### src/rtl/round_sequencer.sv
// round_sequencer: launches ducks, counts shots and hits, advances rounds, raises game_over.
// Optional FLY fly-away timeout enabled by defining FLYAWAY_TIMEOUT_EN.
module round_sequencer #(
  parameter int DUCKS_PER_ROUND = 10,
  parameter int SHOTS_PER_DUCK  = 3,
  parameter int PASS_HITS       = 6,
  parameter int FALL_FRAMES     = 60,
  parameter int TIMEOUT_FRAMES  = 300,
  parameter int MAX_ROUND       = 99
) (
  input  logic       CLK,
  input  logic       RESET,
  input  logic [1:0] state,
  input  logic       frame_tick,
  input  logic       trigger,
  input  logic       hit,
  output logic       duck_launch,
  output logic       duck_active,
  output logic       duck_falling,
  output logic       duck_flyaway,
  output logic [1:0] shots_left,
  output logic [3:0] hits_in_round,
  output logic [3:0] duck_index,
  output logic [6:0] round_num,
  output logic       round_clear,
  output logic       game_over
);
  localparam int CW = $clog2((FALL_FRAMES > TIMEOUT_FRAMES ? FALL_FRAMES : TIMEOUT_FRAMES) + 1);
  localparam logic [CW-1:0] FALL_LAST = CW'(FALL_FRAMES - 1);
  localparam logic [3:0] LAST_DUCK = 4'(DUCKS_PER_ROUND - 1);
  localparam logic [3:0] PASS = 4'(PASS_HITS);
  localparam logic [1:0] SHOTS = 2'(SHOTS_PER_DUCK);
  localparam logic [6:0] MAX_R = 7'(MAX_ROUND);
`ifdef FLYAWAY_TIMEOUT_EN
  localparam logic [CW-1:0] TO_LAST = CW'(TIMEOUT_FRAMES - 1);
`endif
  typedef enum logic [2:0] {IDLE, LAUNCH, FLY, FALL, ESCAPE, TALLY, OVER} fsm_t;
  fsm_t fsm, fsm_n;
  logic [1:0] shots_n;
  logic [3:0] hits_n, idx_n;
  logic [6:0] round_n;
  logic [CW-1:0] cnt, cnt_n;
  logic clear_n;
  always_ff @(posedge CLK) begin
    if (RESET || state == 2'b00) begin
      fsm <= IDLE;
      shots_left <= '0;
      hits_in_round <= '0;
      duck_index <= '0;
      round_num <= '0;
      cnt <= '0;
      round_clear <= 1'b0;
    end else if (state != 2'b10) begin
      fsm <= fsm_n;
      shots_left <= shots_n;
      hits_in_round <= hits_n;
      duck_index <= idx_n;
      round_num <= round_n;
      cnt <= cnt_n;
      round_clear <= clear_n;
    end
  end
  always_comb begin
    fsm_n = fsm;
    shots_n = shots_left;
    hits_n = hits_in_round;
    idx_n = duck_index;
    round_n = round_num;
    cnt_n = cnt;
    clear_n = 1'b0;
    case (fsm)
      IDLE: if (state == 2'b01) begin
        fsm_n = LAUNCH;
        round_n = 7'd1;
        idx_n = '0;
        hits_n = '0;
      end
      LAUNCH: begin
        fsm_n = FLY;
        shots_n = SHOTS;
        cnt_n = '0;
      end
      FLY: begin
`ifdef FLYAWAY_TIMEOUT_EN
        if (frame_tick) cnt_n = cnt + 1'b1;
`endif
        if (trigger) begin
          shots_n = shots_left - 2'd1;
          if (hit) begin
            hits_n = hits_in_round + 4'd1;
            fsm_n = FALL;
          end else if (shots_left == 2'd1) fsm_n = ESCAPE;
        end
`ifdef FLYAWAY_TIMEOUT_EN
        else if (frame_tick && cnt >= TO_LAST) fsm_n = ESCAPE;
`endif
        if (fsm_n != FLY) cnt_n = '0;
      end
      FALL, ESCAPE: if (frame_tick) begin
        cnt_n = cnt == FALL_LAST ? '0 : cnt + 1'b1;
        if (cnt == FALL_LAST) begin
          fsm_n = duck_index == LAST_DUCK ? TALLY : LAUNCH;
          idx_n = duck_index == LAST_DUCK ? duck_index : duck_index + 4'd1;
        end
      end
      TALLY: if (hits_in_round >= PASS) begin
        fsm_n = LAUNCH;
        clear_n = 1'b1;
        round_n = round_num >= MAX_R ? MAX_R : round_num + 7'd1;
        idx_n = '0;
        hits_n = '0;
      end else fsm_n = OVER;
      OVER: ;
      default: fsm_n = IDLE;
    endcase
  end
  assign duck_launch = fsm == LAUNCH;
  assign duck_active = fsm == FLY;
  assign duck_falling = fsm == FALL;
  assign duck_flyaway = fsm == ESCAPE;
  assign game_over = fsm == OVER;
endmodule

### config.mk
export PLATFORM = sky130hd
export DESIGN_NAME = round_sequencer
export DESIGN_NICKNAME = d
export VERILOG_FILES = /design/src/rtl/round_sequencer.sv
export SDC_FILE = /design/constraint.sdc
export NUM_CORES = 1
export LEC_CHECK = 0
export ABC_CLOCK_PERIOD_IN_PS = 1700
export CORE_AREA = 2 2 66 68
export DETAILED_ROUTE_END_ITERATION = 10
export DIE_AREA = 0 0 68 70
export DONT_BUFFER_PORTS = 1
export GPL_TIMING_DRIVEN = 0
export PLACE_DENSITY_LB_ADDON = 0.12
export SLEW_MARGIN = 40
export SYNTH_ARGS = -nofsm -noshare
export SYNTH_HDL_FRONTEND = slang
export SYNTH_SLANG_ARGS = --single-unit
### constraint.sdc
create_clock -name CLK -period 1.7 [get_ports CLK]
set_input_delay 0.085 -clock CLK [delete_from_list [all_inputs] [get_ports CLK]]
set_output_delay 0.085 -clock CLK [all_outputs]
set_load 0.1 [all_outputs]
## Word-level counts from Yosys, hierarchy flattened

Index checks and enable logic that the tools add are counted.
W data, S select, Z words.

- Input bits: 7
- Flip-flop bits (word level): 30
- Output and inout port bits: 23
- Logic and storage cells: 81

- Muxes and demuxes: 31
- Reduce and logical (&&, ||, !) cells: 15
- Bitwise gates (word level): 1
- Order comparisons: 2
- Add/subtract/negate cells: 5
- Eq/ne operators: 20

Operators by type and width:

| kind | count |
|---|---|
| $mux W4 | 7 |
| $mux W3 | 9 |
| $mux W9 | 3 |
| $pmux W9 S3 | 1 |
| $pmux W4 S3 | 2 |
| $mux W7 | 3 |
| $pmux W3 S6 | 1 |
| $ne A2 B2 Y1 const B | 8 |
| $pmux W7 S2 | 1 |
| $add A9 B1 Y9 const B | 1 |
| $eq A3 B3 Y1 const B | 3 |
| $eq A9 B6 Y1 const B | 1 |
| $reduce_bool A3 Y1 | 3 |
| $add A4 B1 Y4 const B | 2 |
| $reduce_and A4 Y1 | 2 |
| $add A7 B1 Y7 const B | 1 |
| $ge A7 B7 Y1 const B | 1 |
| $reduce_and A7 Y1 | 1 |
| $eq A3 B2 Y1 const B | 2 |
| $reduce_and A6 Y1 | 1 |
| $reduce_and A5 Y1 | 1 |
| $eq A2 B1 Y1 const B | 2 |
| $eq A4 B4 Y1 const B | 1 |
| $ge A4 B3 Y1 const B | 1 |
| other kinds (14) | 16 |

## Logic depth before layout (Yosys ltp)

- Depth after elaboration: 8
- Mapped depth: 7
- Mapped depth without buffers: 7

## Worst setup path before layout

No wires, ideal clock.

- Path kind: register to register
- Start point: register fsm[0]
- End point: register shots_left[0]
- Setup slack: -2.025 ns
- Library setup time: 0.086 ns
- Buffers on the path: 1
- Clock period less this slack: 3.725 ns
- Data arrival time: 3.640 ns
- Required time: 1.614 ns
- Stages on the path, launching flop included: 7
- Cell sequence: dfxtp_1 -> buf_6 -> nor3b_1 -> nand2_1 -> a21oi_1 -> nor2_1 -> a211oi_1

- Word-level cells in the longest chain between the ends: 3
- Elaborated cells on any way between the ends: 6
- Classes of those cells: eq/ne: 3; mux: 1; reduce/logical: 2

RTL lines:

| what | RTL line | source |
|---|---|---|
| start, declared | 38 | `fsm_t fsm, fsm_n;` |
| start signal, assigned | 54 | `fsm <= fsm_n;` |
| $eq A3 B2 Y1 (*) | - |  |
| via duck_active | 18 | `output logic duck_active,` |
| $ne A2 B2 Y1 (no source line) / $reduce_bool A2 Y1 (equally long branches) | - |  |
| $reduce_and A3 Y1 (no source line) | - |  |
| end signal, assigned | 55 | `shots_left <= shots_n;` |
| end, declared | 21 | `output logic [1:0] shots_left,` |

Mark *: on every way through the listed nets, which the timed path passes. The rest lies on a longest branch.
A chain may end at the register's enable or synchronous reset.

## Worst setup path after layout

- Start point: register cnt[7]
- End point: register duck_index[0]

- Word-level cells in the longest chain between the ends: 3

RTL lines:

| what | RTL line | source |
|---|---|---|
| start, declared | 42 | `logic [CW-1:0] cnt, cnt_n;` |
| start signal, assigned | 59 | `cnt <= cnt_n;` |
| $eq A9 B6 Y1 | 101 | `if (cnt == FALL_LAST) begin` |
| $ne A2 B2 Y1 (no source line) | - |  |
| $reduce_and A7 Y1 (no source line) | - |  |
| end signal, assigned | 57 | `duck_index <= idx_n;` |
| end, declared | 23 | `output logic [3:0] duck_index,` |

No other way between the ends.

==> reports/results.txt <==
For the pin with the worst max-slew slack, the measured transition is 633 ps. The share of total power in sequential cells was 45.0%. In this run the core area contains 24 standard-cell rows. The maximum clock frequency is 0.516 GHz, and the DRC violation count after routing is 0. The total number of vias was 2,127; the per-cell routed wire length was 18.9 um. The flip-flop cell with the highest count after synthesis is dfxtp_1. Setup slack of the worst register-to-register path: -240 ps.

The weighted congestion reported at the end of routability-driven placement is 0.824. The repair_antennas step left the layout with diodes totalling 0. The max-cap check violation count is 0, and the delay of the slowest cell on the worst path is 620 ps. The final reports fail on negative setup slack. The maximum level of the CTS H-tree is 2, and the residual overflow from global routing is 0.

The logs give 1910 ps for the data required time at the worst endpoint and 55.1 ps for the final hold slack. TritonCTS built the clock tree. The synthesized design contains 0 enable-type register cells. Setup repair after global routing could not meet its margin everywhere.

The highest net fanout along the worst path is 6, and the total leakage power is 1.05 nW. The net switching power figure was 550 uW; the count of buffering cells on the critical path with inverters included was 0. The clock arrives with 7.25 ps of skew. The post-detailed-placement cell area is 2110 um^2. The top cell family by delay on the critical path was simple AND/OR/NAND/NOR gates. The wire length of the first global-routing pass was 9600 um; the via count of the first global-routing pass was 2,008.

The worst setup path is launched from a flip-flop. Multiplexer area fraction after synthesis: 2.15%. Cell taking the most area after synthesis: dfxtp_1. The synthesized netlist devotes 1.37% of its cell area to XOR and XNOR gates.

The longest clock path from root to sink contains 2 buffers. After synthesis the cells add up to 1920 um^2. Once detail routing completed, the nets flagged for antenna violations numbered 0. The routed design could run at a clock period as short as 1940 ps. Dividing the detail-routed via count by the number of cells gives 6.18. Of all flip-flops after synthesis, the portion carrying an async set or reset was 0%. The tools report the clock network power share as 33.5%.

The pre-antenna-repair detailed-routing pass consisted of 4 iterations. The cell count after synthesis came out at 237. The normalized max-slew margin came out at 57.8%.

The classification of the worst setup path was reg2reg. The final worst slack is -239 ps, and the synthesis-to-finish area growth is 53.4%. The slowest stage of the critical path is the or4_4 cell.

The run gives 0 as the number of hold violations in the final report. The sequential area share after synthesis is 31.2%, and the cell depth of the worst flop-to-flop path is 5. At the later pin of the worst-skew pair, clock insertion delay measures 290 ps. Leaving out fill and tap cells, the most frequent cells in the layout are buf_4, nor2_1, nand2_1. Counting flops and latches in the post-synthesis netlist gives 30. The cell-internal power was 1.15 mW; the portion of total power attributed to combinational logic was 21.4%. The height of the die is 70 um. After synthesis, the largest family of logic cells by area is simple AND/OR/NAND/NOR gates. The net count of the mapped netlist came out at 251. After detailed routing, the total wire length is 6490 um.

The signal on the critical path passes through or4_4 -> nor3_4 -> a211oi_4 -> or4_1 -> a21oi_1. The critical path runs through a total of 5 cells. The core occupancy in the finished layout was 71.3%; the share of the synthesized area in the top cell type was 31.2%.

The path class of the tightest hold or removal check is in2reg. Final HPWL from detailed placement: 3470 um. The tools report the final cell area excluding filler cells as 2950 um^2. The horizontal die dimension works out to 68 um. In this run the standard cell core region covers 4140 um^2. STA classifies the critical path endpoint as a flip-flop.

The initial cell density of the core was 46.4%; the DRC marker count from the first detailed-route iteration was 124. The tree built by TritonCTS fans out to 30 sinks. The maximum number of pins on one net before global-route repair came out at 11. The synthesized netlist devotes 4.55% of its cell area to adder and majority cells.

The run finished, with violations left. Data arrives at the worst endpoint at 2150 ps. After synthesis, the netlist uses 57 different library cells. The total of buffers placed on input and output ports is 0, and the fraction of the mapped netlist area in compound gates is 26.9%. Setup violations remaining at the end of the flow were counted as 26. The root buffer cell was clkbuf_8.

Total routing usage reported by global routing: 26.5%. The total power density per cell area was 576 nW/um^2; the area enclosed by the die boundary was 4760 um^2. The basic-gate share of the synthesized area counting and, or, nand and nor cells is 27.8%, and the count of synthesis-stage warnings from yosys is 0. Count of final max-slew check failures: 0. Along the worst hold path, the cell count comes to 3. The tools report the top-level I/O count as 30. Most common library cell in the layout ignoring fill and taps: buf_4. IR analysis of the VDD net gives a maximum drop of 0.000356 V. The clock-pin transition on the worst setup and hold timing paths is 70 ps, and the switching share of power is 32.3%. The run gives 0 as the initial antenna violation count. The post-route netlist has 51.0% of its cells at a drive strength greater than 1. TritonCTS created 5 clock buffers. The net count of the finished layout is 305.

In the post-synthesis netlist, the biggest area contributors are dfxtp_1, nor2_1, ha_1. After synthesis, the mean cell area works out to 8.12 um^2. Dividing the final minimum period by the clock period gives 114%.
[layer usage]
metal,GRT usage [%],share of wire [%],up-vias
li1,-,-,1006
met3,8.05,5.5,16
met5,0,0,-
met1,32.2,40,1042
met4,11.8,2.2,0
met2,42.3,52,63
[synth_stat cells (2+ instances only)]
master,instances
dfxtp_1,30
nor2_1,24
nand2_1,20
a21oi_1,15
o21ai_0,14
inv_1,10
nand3_1,10
nor3_1,10
ha_1,7
and3_1,6
o211ai_1,6
a32o_1,5
nor3b_1,5
a211oi_1,4
clkbuf_1,4
o2bb2ai_1,4
a21boi_0,3
a31oi_1,3
and2_1,3
clkbuf_8,3
mux2i_1,3
nand4_1,3
o31ai_1,3
buf_6,2
nand3b_1,2
nor4_1,2
o2111ai_1,2
o311ai_0,2
o41ai_1,2
or2_2,2
xnor2_1,2
[power by group through the flow]
stage | Sequential [mW] | Combinational (mW) | Clock, mW
floorplan | 0.786 | 0.169 | 0
global route | 0.768 | 0.387 | 0.610
global placement | 0.789 | 0.207 | 0
CTS | 0.772 | 0.293 | 0.578
finish | 0.767 | 0.365 | 0.571
detailed placement | 0.789 | 0.210 | 0
[flip-flops by register name (all words and copies together) (netlist names)]
name           count
round_clear        1
shots_left         2
fsm                3
duck_index         4
hits_in_round      4
cnt                9
round_num          7
[final timing paths]
check / from / endpoint
worst max-delay path: cnt[7]$_SDFFE_PP0P_ / duck_index[0]$_SDFFE_PP0P_
worst max register to register: cnt[7]$_SDFFE_PP0P_ / duck_index[0]$_SDFFE_PP0P_
worst min-delay path: trigger / shots_left[0]$_SDFFE_PP0P_
worst min register to register: cnt[4]$_SDFFE_PP0P_ / cnt[4]$_SDFFE_PP0P_
[logic make-up after synthesis]
family / Yosys count
flops: 30
simple gates: 100
mux: 4
xor+xnor: 3
compound gates: 74
buf+inv: 19
fa+ha+maj: 7
[worst register-to-register path, cell delays in order (launching register included)]
cell and delay, ps:
dfxtp_2 330, or4_4 620, nor3_4 190, a211oi_4 90, or4_1 490, a21oi_1 140
[final cells by class]
cell class | instances | area (um^2)
buffer | 7 | 68.8
clock buffer | 8 | 80.1
fill | 309 | 1190
inverter | 10 | 60.1
multi-input combinational | 188 | 1570
sequential | 30 | 667
tap | 52 | 65.1
timing repair buffer | 49 | 444
[repair_timing]
action | in CTS | in global routing
cloned | 0 | 1
gates resized for setup | 65 | 40
endpoints found under the hold margin | 4 | 0
hold buffers | 1 | 0
endpoints found under the setup margin | 27 | 28
setup buffers | 31 | 17
pin swaps | 39 | 32
[per-stage QoR]
stage                     TNS, ps  instances  total power, mW  setup WS (ps)
after floorplan             -9330        237            0.955           -726
after global placement     -16090        289            0.996           -987
after detailed placement    -8740        291            0.999           -560
after CTS                   -2650        327             1.64           -210
after global routing        -5180        344             1.76           -297
final                       -3470        344             1.70           -239
(Power assumes the default switching activity.)
